<file path="src/rtl/pe_chain_pkg.sv">
// Shared types and defaults for the PE chain host controller.
// Holds the controller state encoding and the weight/bias address map.
package pe_chain_pkg;

    localparam int DW_DEF    = 32;
    localparam int LAT_DEF   = 5;
    localparam int DEPTH_DEF = 8;

    localparam logic [2:0] WADDR_BIAS = 3'd5;

    typedef enum logic [1:0] {
        ST_LOAD  = 2'd0,
        ST_RUN   = 2'd1,
        ST_FLUSH = 2'd2
    } state_t;

endpackage

</file>
<file path="src/rtl/pe_chain_ofifo.sv">
// Result FIFO: a pushed word is visible at the head on the next cycle.
// A push at full is dropped unless a pop lands in the same cycle; a pop at empty is ignored.
module pe_chain_ofifo #(
    parameter int DW    = 32,
    parameter int DEPTH = 8
) (
    input  logic                     clk,
    input  logic                     rst_n,
    input  logic                     push,
    input  logic [DW-1:0]            push_dat,
    input  logic                     pop,
    output logic [DW-1:0]            pop_dat,
    output logic                     full,
    output logic                     empty,
    output logic [$clog2(DEPTH):0]   count
);

    localparam int AW = $clog2(DEPTH);

    logic [AW-1:0] wr_ptr_q, wr_ptr_d;
    logic [AW-1:0] rd_ptr_q, rd_ptr_d;
    logic [AW:0]   cnt_q, cnt_d;
    logic [DW-1:0] mem_q [DEPTH];
    logic          do_push, do_pop;

    assign empty   = (cnt_q == '0);
    assign full    = (cnt_q == (AW+1)'(DEPTH));
    assign count   = cnt_q;
    assign pop_dat = mem_q[rd_ptr_q];

    always_comb begin
        do_pop   = pop && !empty;
        do_push  = push && (!full || do_pop);
        wr_ptr_d = wr_ptr_q + AW'(do_push);
        rd_ptr_d = rd_ptr_q + AW'(do_pop);
        cnt_d    = cnt_q + (AW+1)'(do_push) - (AW+1)'(do_pop);
    end

    always_ff @(posedge clk or negedge rst_n) begin
        if (!rst_n) begin
            wr_ptr_q <= '0;
            rd_ptr_q <= '0;
            cnt_q    <= '0;
        end else begin
            wr_ptr_q <= wr_ptr_d;
            rd_ptr_q <= rd_ptr_d;
            cnt_q    <= cnt_d;
        end
    end

    // Storage needs no reset: the pointers define what is valid.
    always_ff @(posedge clk) begin
        if (do_push) begin
            mem_q[wr_ptr_q] <= push_dat;
        end
    end

endmodule

</file>
<file path="src/rtl/pe_chain_ctrl.sv">
// Host controller for the 5-tap systolic PE chain: weight load, sample issue, result capture.
// Result appears LAT+1 cycles after issue; sample issue is credit-gated so the chain never overruns the FIFO.
module pe_chain_ctrl
    import pe_chain_pkg::*;
#(
    parameter int DW    = DW_DEF,
    parameter int LAT   = LAT_DEF,
    parameter int DEPTH = DEPTH_DEF
) (
    input  logic          iCLK,
    input  logic          iRSTn,
    input  logic          iXvalid,
    input  logic [DW-1:0] iX,
    output logic          oXready,
    input  logic          iWvalid,
    input  logic [2:0]    iWaddr,
    input  logic [DW-1:0] iWdata,
    output logic          oWerr,
    input  logic          iStart,
    input  logic          iFlush,
    output logic          oBusy,
    output logic [DW-1:0] oChainX,
    output logic [DW-1:0] oW1,
    output logic [DW-1:0] oW2,
    output logic [DW-1:0] oW3,
    output logic [DW-1:0] oW4,
    output logic [DW-1:0] oW5,
    output logic [DW-1:0] oChainPsum,
    input  logic [DW-1:0] iChainPsum,
    output logic          oYvalid,
    output logic [DW-1:0] oY,
    input  logic          iYready
);

    localparam int CW   = $clog2(DEPTH) + 1;
    localparam int NREG = int'(WADDR_BIAS) + 1;

    state_t        state_q, state_d;
    logic [DW-1:0] x_q, x_d;
    logic [LAT:0]  tag_q, tag_d;
    logic [DW-1:0] w_q [NREG];
    logic [DW-1:0] w_d [NREG];
    logic          werr_q, werr_d;

    logic [CW-1:0] inflight;
    logic [CW-1:0] fifo_count;
    logic [CW:0]   credit_used;
    logic          fifo_full, fifo_empty, fifo_pop;
    logic          x_rdy, x_acc;

    // Bit 0 rides with the sample register, bit k with PE k's output; bit LAT marks the cycle
    // whose iChainPsum belongs to a real sample. It stays counted until the FIFO count absorbs it.
    always_comb begin
        inflight = '0;
        for (int i = 0; i <= LAT; i++) begin
            inflight = inflight + CW'(tag_q[i]);
        end
        credit_used = {1'b0, fifo_count} + {1'b0, inflight};
    end

    always_comb begin
        state_d = state_q;
        x_d     = '0;
        tag_d   = {tag_q[LAT-1:0], 1'b0};
        w_d     = w_q;
        werr_d  = 1'b0;
        x_rdy   = 1'b0;
        x_acc   = 1'b0;
        unique case (state_q)
            ST_LOAD: begin
                if (iWvalid) begin
                    if (iWaddr > WADDR_BIAS) begin
                        werr_d = 1'b1;
                    end
                    for (int i = 0; i < NREG; i++) begin
                        if (iWaddr == 3'(i)) begin
                            w_d[i] = iWdata;
                        end
                    end
                end
                if (iStart) begin
                    state_d = ST_RUN;
                end
            end
            ST_RUN: begin
                x_rdy  = !fifo_full && (credit_used < (CW+1)'(DEPTH));
                x_acc  = iXvalid && x_rdy;
                werr_d = iWvalid;
                if (x_acc) begin
                    x_d      = iX;
                    tag_d[0] = 1'b1;
                end
                if (iFlush) begin
                    state_d = ST_FLUSH;
                end
            end
            ST_FLUSH: begin
                werr_d = iWvalid;
                if (inflight == '0) begin
                    state_d = ST_LOAD;
                end
            end
            default: begin
                state_d = ST_LOAD;
            end
        endcase
    end

    always_ff @(posedge iCLK or negedge iRSTn) begin
        if (!iRSTn) begin
            state_q <= ST_LOAD;
            x_q     <= '0;
            tag_q   <= '0;
            werr_q  <= 1'b0;
            for (int i = 0; i < NREG; i++) begin
                w_q[i] <= '0;
            end
        end else begin
            state_q <= state_d;
            x_q     <= x_d;
            tag_q   <= tag_d;
            werr_q  <= werr_d;
            w_q     <= w_d;
        end
    end

    assign fifo_pop = iYready && !fifo_empty;

    pe_chain_ofifo #(
        .DW    (DW),
        .DEPTH (DEPTH)
    ) u_ofifo (
        .clk      (iCLK),
        .rst_n    (iRSTn),
        .push     (tag_q[LAT]),
        .push_dat (iChainPsum),
        .pop      (fifo_pop),
        .pop_dat  (oY),
        .full     (fifo_full),
        .empty    (fifo_empty),
        .count    (fifo_count)
    );

    assign oXready    = x_rdy;
    assign oWerr      = werr_q;
    assign oBusy      = (state_q != ST_LOAD);
    assign oChainX    = x_q;
    assign oW1        = w_q[0];
    assign oW2        = w_q[1];
    assign oW3        = w_q[2];
    assign oW4        = w_q[3];
    assign oW5        = w_q[4];
    assign oChainPsum = w_q[WADDR_BIAS];
    assign oYvalid    = !fifo_empty;

endmodule

</file>
<file path="config.mk">
export PLATFORM = sky130hd
export DESIGN_NAME = pe_chain_ctrl
export DESIGN_NICKNAME = d
export VERILOG_FILES = /design/src/rtl/pe_chain_pkg.sv /design/src/rtl/pe_chain_ofifo.sv /design/src/rtl/pe_chain_ctrl.sv
export SDC_FILE = /design/constraint.sdc
export NUM_CORES = 1
export LEC_CHECK = 0
export CORE_MARGIN = 2
export CORE_UTILIZATION = 50
export CTS_CLUSTER_DIAMETER = 200
export DETAILED_ROUTE_END_ITERATION = 12
export DONT_BUFFER_PORTS = 1
export PLACE_DENSITY_LB_ADDON = 0.1
export SLEW_MARGIN = 40
export SYNTH_ARGS = -nofsm -noshare
export SYNTH_HDL_FRONTEND = slang
export SYNTH_HIERARCHICAL = 1
export SYNTH_SLANG_ARGS = --single-unit
</file>
<file path="constraint.sdc">
create_clock -name iCLK -period 5.75 [get_ports iCLK]
set_clock_uncertainty 0.15 [all_clocks]
set_input_delay 0.8625 -clock iCLK [delete_from_list [all_inputs] [get_ports iCLK]]
set_output_delay 0.8625 -clock iCLK [all_outputs]
set_load 0.005 [all_outputs]
</file>
==> reports/metrics.yaml, run 1 <==
die:
  ios: 366
  start_util: 0.5088
  coreArea_mm2: 0.03776
  die-area_mm2: 0.04000
  die_w_um: 200
  dieHeight_um: 200
  num_rows: 71
clock_network:
  htreeDepth: 2
  clock-sinks: 499
  insertion_delay_ns: 0.58
  path_clk_slew_ns: 0.06
  root_buffer: "clkbuf_16"
  numCtsBuffers: 50
  cts_tree: "yes"
  clk_path_buf_depth: 3
yosys:
  synth_ff_type: "edfxtp_1"
  netlist_area_mm2: 0.01921
  ys_types: 46
  synth_nets: 1074
  ys_seq_area_frac: 0.7168
  syn_area_per_cell_um2: 20.26
  yosys.area.top_type: "edfxtp_1"
  ys_async_sr_fraction: 0.4870
  synthCells: 948
  synth_edf_count: 256
  synth-seq-cells: 499
  synth_top_area_share: 0.4002
  ys_warn_count: 6
  synth_area_leaders: "edfxtp_1 (40%), dfrtp_1 (32%), mux2_2 (11%)"
cells_and_area:
  final_util: 0.5737
  syn_to_final_growth_pct: 12.75
  num-fill-cells: 2776
  multi_input_area_mm2: 0.005165
  layout.nets: 1099
  final_cell_mix: "edfxtp_1 (256), dfrtp_1 (240), mux2_2 (191), clkbuf_16 (51), mux4_1 (40)"
  drive_above_1_share: 0.3704
  final_common_cell: "edfxtp_1"
  n_antenna_cell: 0
  stdcell_area_mm2: 0.02166
  seq_area_mm2: 0.01378
  fin_cells: 1526
global_routing:
  grtUsageTotal: 0.2103
  grt_overflow_total: 0
  grt_pass1_vias: 9606
  grt_max_degree: 244
  grt_antenna_before_repair: 0
  grt_pass1_wl_mm: 61.23
route:
  num_vias: 8706
  drcViolationCount: 0
  viasPerCell: 5.705
  drt-wirelength-per-cell_um: 27.29
  wl_mm: 41.64
  ant_nets: 0
  drtIter0Drc: 403
  firstDrtPassIters: 4
placement:
  port_buffers: 0
  place_inst: 1432
  gp_congestion: 0.7594
  placed_area_mm2: 0.01982
  dp_hpwl_mm: 25.95
  place_ws_ns: 1.180
timing:
  min_period_ns: 5.150
  fmax_ghz: 0.1942
  fin_ws_ns: 0.5999
  max-slew-margin-rel: 0.4996
  hold_slack_ns: -0.1747
  setup_viol: 0
  min_period_over_period: 0.8957
  hold_viol: 243
  drv_slew: 0
  tightest_slew_ns: 0.7507
  rsz0062_at_grt: "no"
  fin_setup_tns_ns: 0
power:
  p_leak_nw: 8.548
  ir_worst_vdd_mv: 0.3367
  cellPowerDensity_mw_per_mm2: 511.9
  total_power_mw: 11.09
worst_setup_path:
  ff2ff_path_depth: 11
  max_stage_delay_ns: 0.54
  path_delay_family: "adder cells"
  crit_top_cell: "fa_1"
  critical-path-slowest-cell: "fa_1"
  endpoint_kind: "primary output"
  start_kind: "flip-flop"
  critPathCapture: "oXready"
  crit_buf_inv: 3
  arrival_ns: 4.14
  worstPathMaxFanout: 34
  cp.depth: 11
  rrSetupSlack_ns: 1.92
  worstPathRequired_ns: 4.74
  r2r_end: "oChainX[25]$_DFF_PN0_"
  path_class: "reg2out"
  path_cells: "fa_1 > inv_1 > fa_1 > inv_1 > ha_1 > fa_1 > ha_1 > a31o_2 > a2111oi_4 > buf_4 > and2_1"
  r2r_start: "tag_q[0]$_DFF_PN0_"
  cp-startpoint: "tag_q[0]$_DFF_PN0_"
flow_run:
  maxCapViolCount: 0
outcome:
  outcome: "finished, violations left"
  violations: "negative hold slack"
hold_path:
  hp-class: "in2async"
## cell usage after synthesis (all sizes together), types with 4 or more instances
cell type	instances
a31oi	5
and3	31
buf	30
clkbuf	15
dfrtp	243
edfxtp	256
fa	4
ha	16
inv	16
mux2	224
mux4	64
xor2	4
## per-layer routing
layer	wire length, um	GRT usage
met2	21210	0.3537
met3	4143	0.08737
met1	15310	0.2455
met4	972	0.07023
met5	0	0
## how the worst min path moves through the flow
stage / startpoint / to / slack [ns]
detailed placement: tag_q[4]$_DFF_PN0_ / tag_q[5]$_DFF_PN0_ / 0.21
global placement: tag_q[4]$_DFF_PN0_ / tag_q[5]$_DFF_PN0_ / 0.21
finish: iRSTn / oChainPsum[28]$_DFFE_PN0P_ / -0.17
CTS: iRSTn / oW3[30]$_DFFE_PN0P_ / -0.22
floorplan: tag_q[4]$_DFF_PN0_ / tag_q[5]$_DFF_PN0_ / 0.20
global route: iRSTn / oW5[26]$_DFFE_PN0P_ / -0.19
## state kept, by name, indices dropped and copies added, names as in the netlist
register          count
oW4                  32
u_ofifo/rd_ptr_q      3
state_q               2
u_ofifo/wr_ptr_q      3
u_ofifo/mem_q       256
oChainX              32
oW3                  32
oW1                  32
tag_q                 6
oChainPsum           32
oW2                  32
u_ofifo/count         4
oW5                  32
oWerr                 1
## cells by family after synthesis
| group | count (synthesis) | synth area share |
|---|---|---|
| AO/OA/AOI/OAI | 11 | 0.005407 |
| XOR/XNOR | 4 | 0.001824 |
| adder cells (fa/ha/maj) | 20 | 0.01459 |
| buffers and inverters | 61 | 0.01843 |
| flip-flops | 499 | 0.7168 |
| multiplexers | 289 | 0.2206 |
| AND/OR/NAND/NOR | 64 | 0.02241 |
## where the power goes
part           switching, mW  internal (mW)
Clock                   1.37           2.14
Sequential             0.949           4.59
Combinational          0.782           1.25
Total                   3.10           7.99
## worst register-to-register path, delay by kind of cell (launching register included)
kind	cells	cell delay (ns)
AOI/OAI and AO/OA	2	0.55
buffers and inverters	3	0.43
DFF	1	0.41
adders and majority gates	5	2.00
and+or+nand+nor	1	0.24
## area by class of cell
cell class                      instances  share of cell area
Clock buffer                           62             0.06453
Clock inverter                         32             0.02034
Inverter                               16            0.002773
Multi-Input combinational cell        388              0.2385
Sequential cell                       499              0.6361
Tap cell                              511             0.02952
Timing Repair Buffer                   18            0.008261
## what timing repair did
action                                 CTS  global route
endpoints found under the hold margin  243           243
gates resized for setup                  0             0
buffers inserted                         0             0
Note: power is estimated with default switching activity, not from simulation.
==> run 2: changes to the inputs <==
Settings changed: CELL_PAD_IN_SITES_DETAIL_PLACEMENT set to 0, CELL_PAD_IN_SITES_GLOBAL_PLACEMENT set to 1.
==> run 2 against run 1 <==
Compared with the run above: the run still ends with negative hold slack left; combinational power about the same; global-route usage decreased by 0.074 points; via count decreased by 0.44%; flip-flop and latch count unchanged; worst hold slack improved by 0.019 ns; cell count decreased by 0.46%; routed wire length decreased by 0.44%; critical path depth unchanged; sequential power about the same; highest routed layer unchanged.
==> reports/metrics.yaml, run 2 (same netlist as run 1, synthesis figures left out) <==
route:
  num_vias: 8668
  routed-wl-met3_mm: 3.858
  wl_met2_mm: 20.47
  drcViolationCount: 0
  drtIter0Drc: 406
  firstDrtPassIters: 6
  ant_nets: 0
  drt-wirelength-per-cell_um: 27.30
  highest_layer: "met4"
  drt-met1-wl_mm: 15.86
  wl_mm: 41.46
  viasPerCell: 5.706
die:
  die_w_um: 200
  num_rows: 71
  die-area_mm2: 0.04000
  start_util: 0.5088
  ios: 366
  dieHeight_um: 200
  coreArea_mm2: 0.03776
power:
  cellPowerDensity_mw_per_mm2: 508.0
  intPower_mw: 7.913
  power_frac_comb: 0.184
  ir_worst_vdd_mv: 0.3020
  p_leak_nw: 8.478
  power_switching_mw: 3.024
  swShare: 0.2765
  p_clk_frac: 0.310
  total_power_mw: 10.94
  seqPwrFrac: 0.507
worst_setup_path:
  r2r_end: "oChainX[2]$_DFF_PN0_"
  ff2ff_path_depth: 11
  path_class: "reg2out"
  r2r_start: "tag_q[0]$_DFF_PN0_"
  endpoint_kind: "primary output"
  start_kind: "flip-flop"
  rrSetupSlack_ns: 1.95
  worstPathRequired_ns: 4.74
  worstPathMaxFanout: 34
  arrival_ns: 4.11
placement:
  port_buffers: 0
  gp_congestion: 0.7665
  place_inst: 1430
  dp_hpwl_mm: 25.44
timing:
  min_period_ns: 5.120
  hold_slack_ns: -0.1560
  fin_setup_tns_ns: 0
  setup_viol: 0
  hold_viol: 243
  fmax_ghz: 0.1953
  max-slew-margin-rel: 0.4551
  tightest_slew_ns: 0.8173
  min_period_over_period: 0.8905
  drv_slew: 0
  rsz0062_at_grt: "no"
clock_network:
  cts_tree: "yes"
  path_clk_slew_ns: 0.06
  postCtsResizedCells: 0
  root_buffer: "clkbuf_16"
  clock-sinks: 499
  numCtsBuffers: 50
  htreeDepth: 2
  insertion_delay_ns: 0.57
  post_cts_buffers: 0
  clk_path_buf_depth: 3
cells_and_area:
  num-fill-cells: 2769
  fin_cells: 1519
  regMostFlops: "u_ofifo/mem_q"
  final_cell_mix: "edfxtp_1 (256), dfrtp_1 (240), mux2_2 (191), clkbuf_16 (51), mux4_1 (40)"
  final_util: 0.5702
  n_antenna_cell: 0
  final_common_cell: "edfxtp_1"
  largest_register_ffs: 256
  syn_to_final_growth_pct: 12.08
  drive_above_1_share: 0.3581
  layout.nets: 1097
global_routing:
  grt_antenna_before_repair: 1
  grt_overflow_total: 0
  grtUsageTotal: 0.2096
  grt_pass1_vias: 9621
  grt_pass1_wl_mm: 60.91
  grt_max_degree: 244
outcome:
  violations: "negative hold slack"
  outcome: "finished, violations left"
hold_path:
  hp-class: "in2async"
flow_run:
  maxCapViolCount: 0
run 2: power groups by stage:
stage | logic (mW) | clock network [mW] | registers [mW]
after floorplan | 1.86 | 0 | 5.09
after global placement | 1.95 | 0 | 5.61
after detailed placement | 2.04 | 0 | 5.61
after CTS | 2.04 | 3.47 | 5.57
after global routing | 2.19 | 3.62 | 5.66
final | 2.01 | 3.39 | 5.54
run 2: critical path, stage by stage (launching register included):
cell and delay, ns:
dfrtp_1 0.40, fa_1 0.55, inv_1 0.05, fa_1 0.48
inv_1 0.05, ha_1 0.19, fa_1 0.47, ha_1 0.29
a31o_2 0.22, a2111oi_4 0.34, buf_4 0.32, and2_1 0.20
run 2: through the flow:
step	instance area [um^2]	worst slack, ns
after floorplan	19210	0.3756
after global placement	19720	1.309
after detailed placement	19800	1.204
after CTS	21530	0.5778
after global routing	21530	0.4751
final	21530	0.6296
run 2: how the worst max path moves through the flow:
stage / start / end / slack, ns / cells after the start
2_1_floorplan: iYready / u_ofifo/mem_q[2][0]$_DFFE_PP_ / 0.38 / 4
3_3_place_gp: tag_q[0]$_DFF_PN0_ / oXready / 1.31 / 11
3_5_place_dp: tag_q[0]$_DFF_PN0_ / oXready / 1.20 / 11
4_1_cts: tag_q[0]$_DFF_PN0_ / oXready / 0.58 / 11
5_1_grt: tag_q[0]$_DFF_PN0_ / oXready / 0.48 / 11
6_report: tag_q[0]$_DFF_PN0_ / oXready / 0.63 / 11
run 2: layout make-up:
class / count / area (um^2) / area share
Clock buffer: 63 / 1401 / 0.06509
Clock inverter: 26 / 329.1 / 0.01528
Multi-Input combinational cell: 388 / 5159 / 0.2396
Tap cell: 511 / 639.4 / 0.02970
Timing Repair Buffer: 16 / 163.9 / 0.007613
Sequential cell: 499 / 13780 / 0.6399
Inverter: 16 / 60.06 / 0.002790
run 2: per-layer routing:
layer  global-route usage  up-vias
met2               0.3435      272
met5                    0        -
met1               0.2473     4613
met3              0.08636       67
met4              0.08368        0
li1                     -     3716
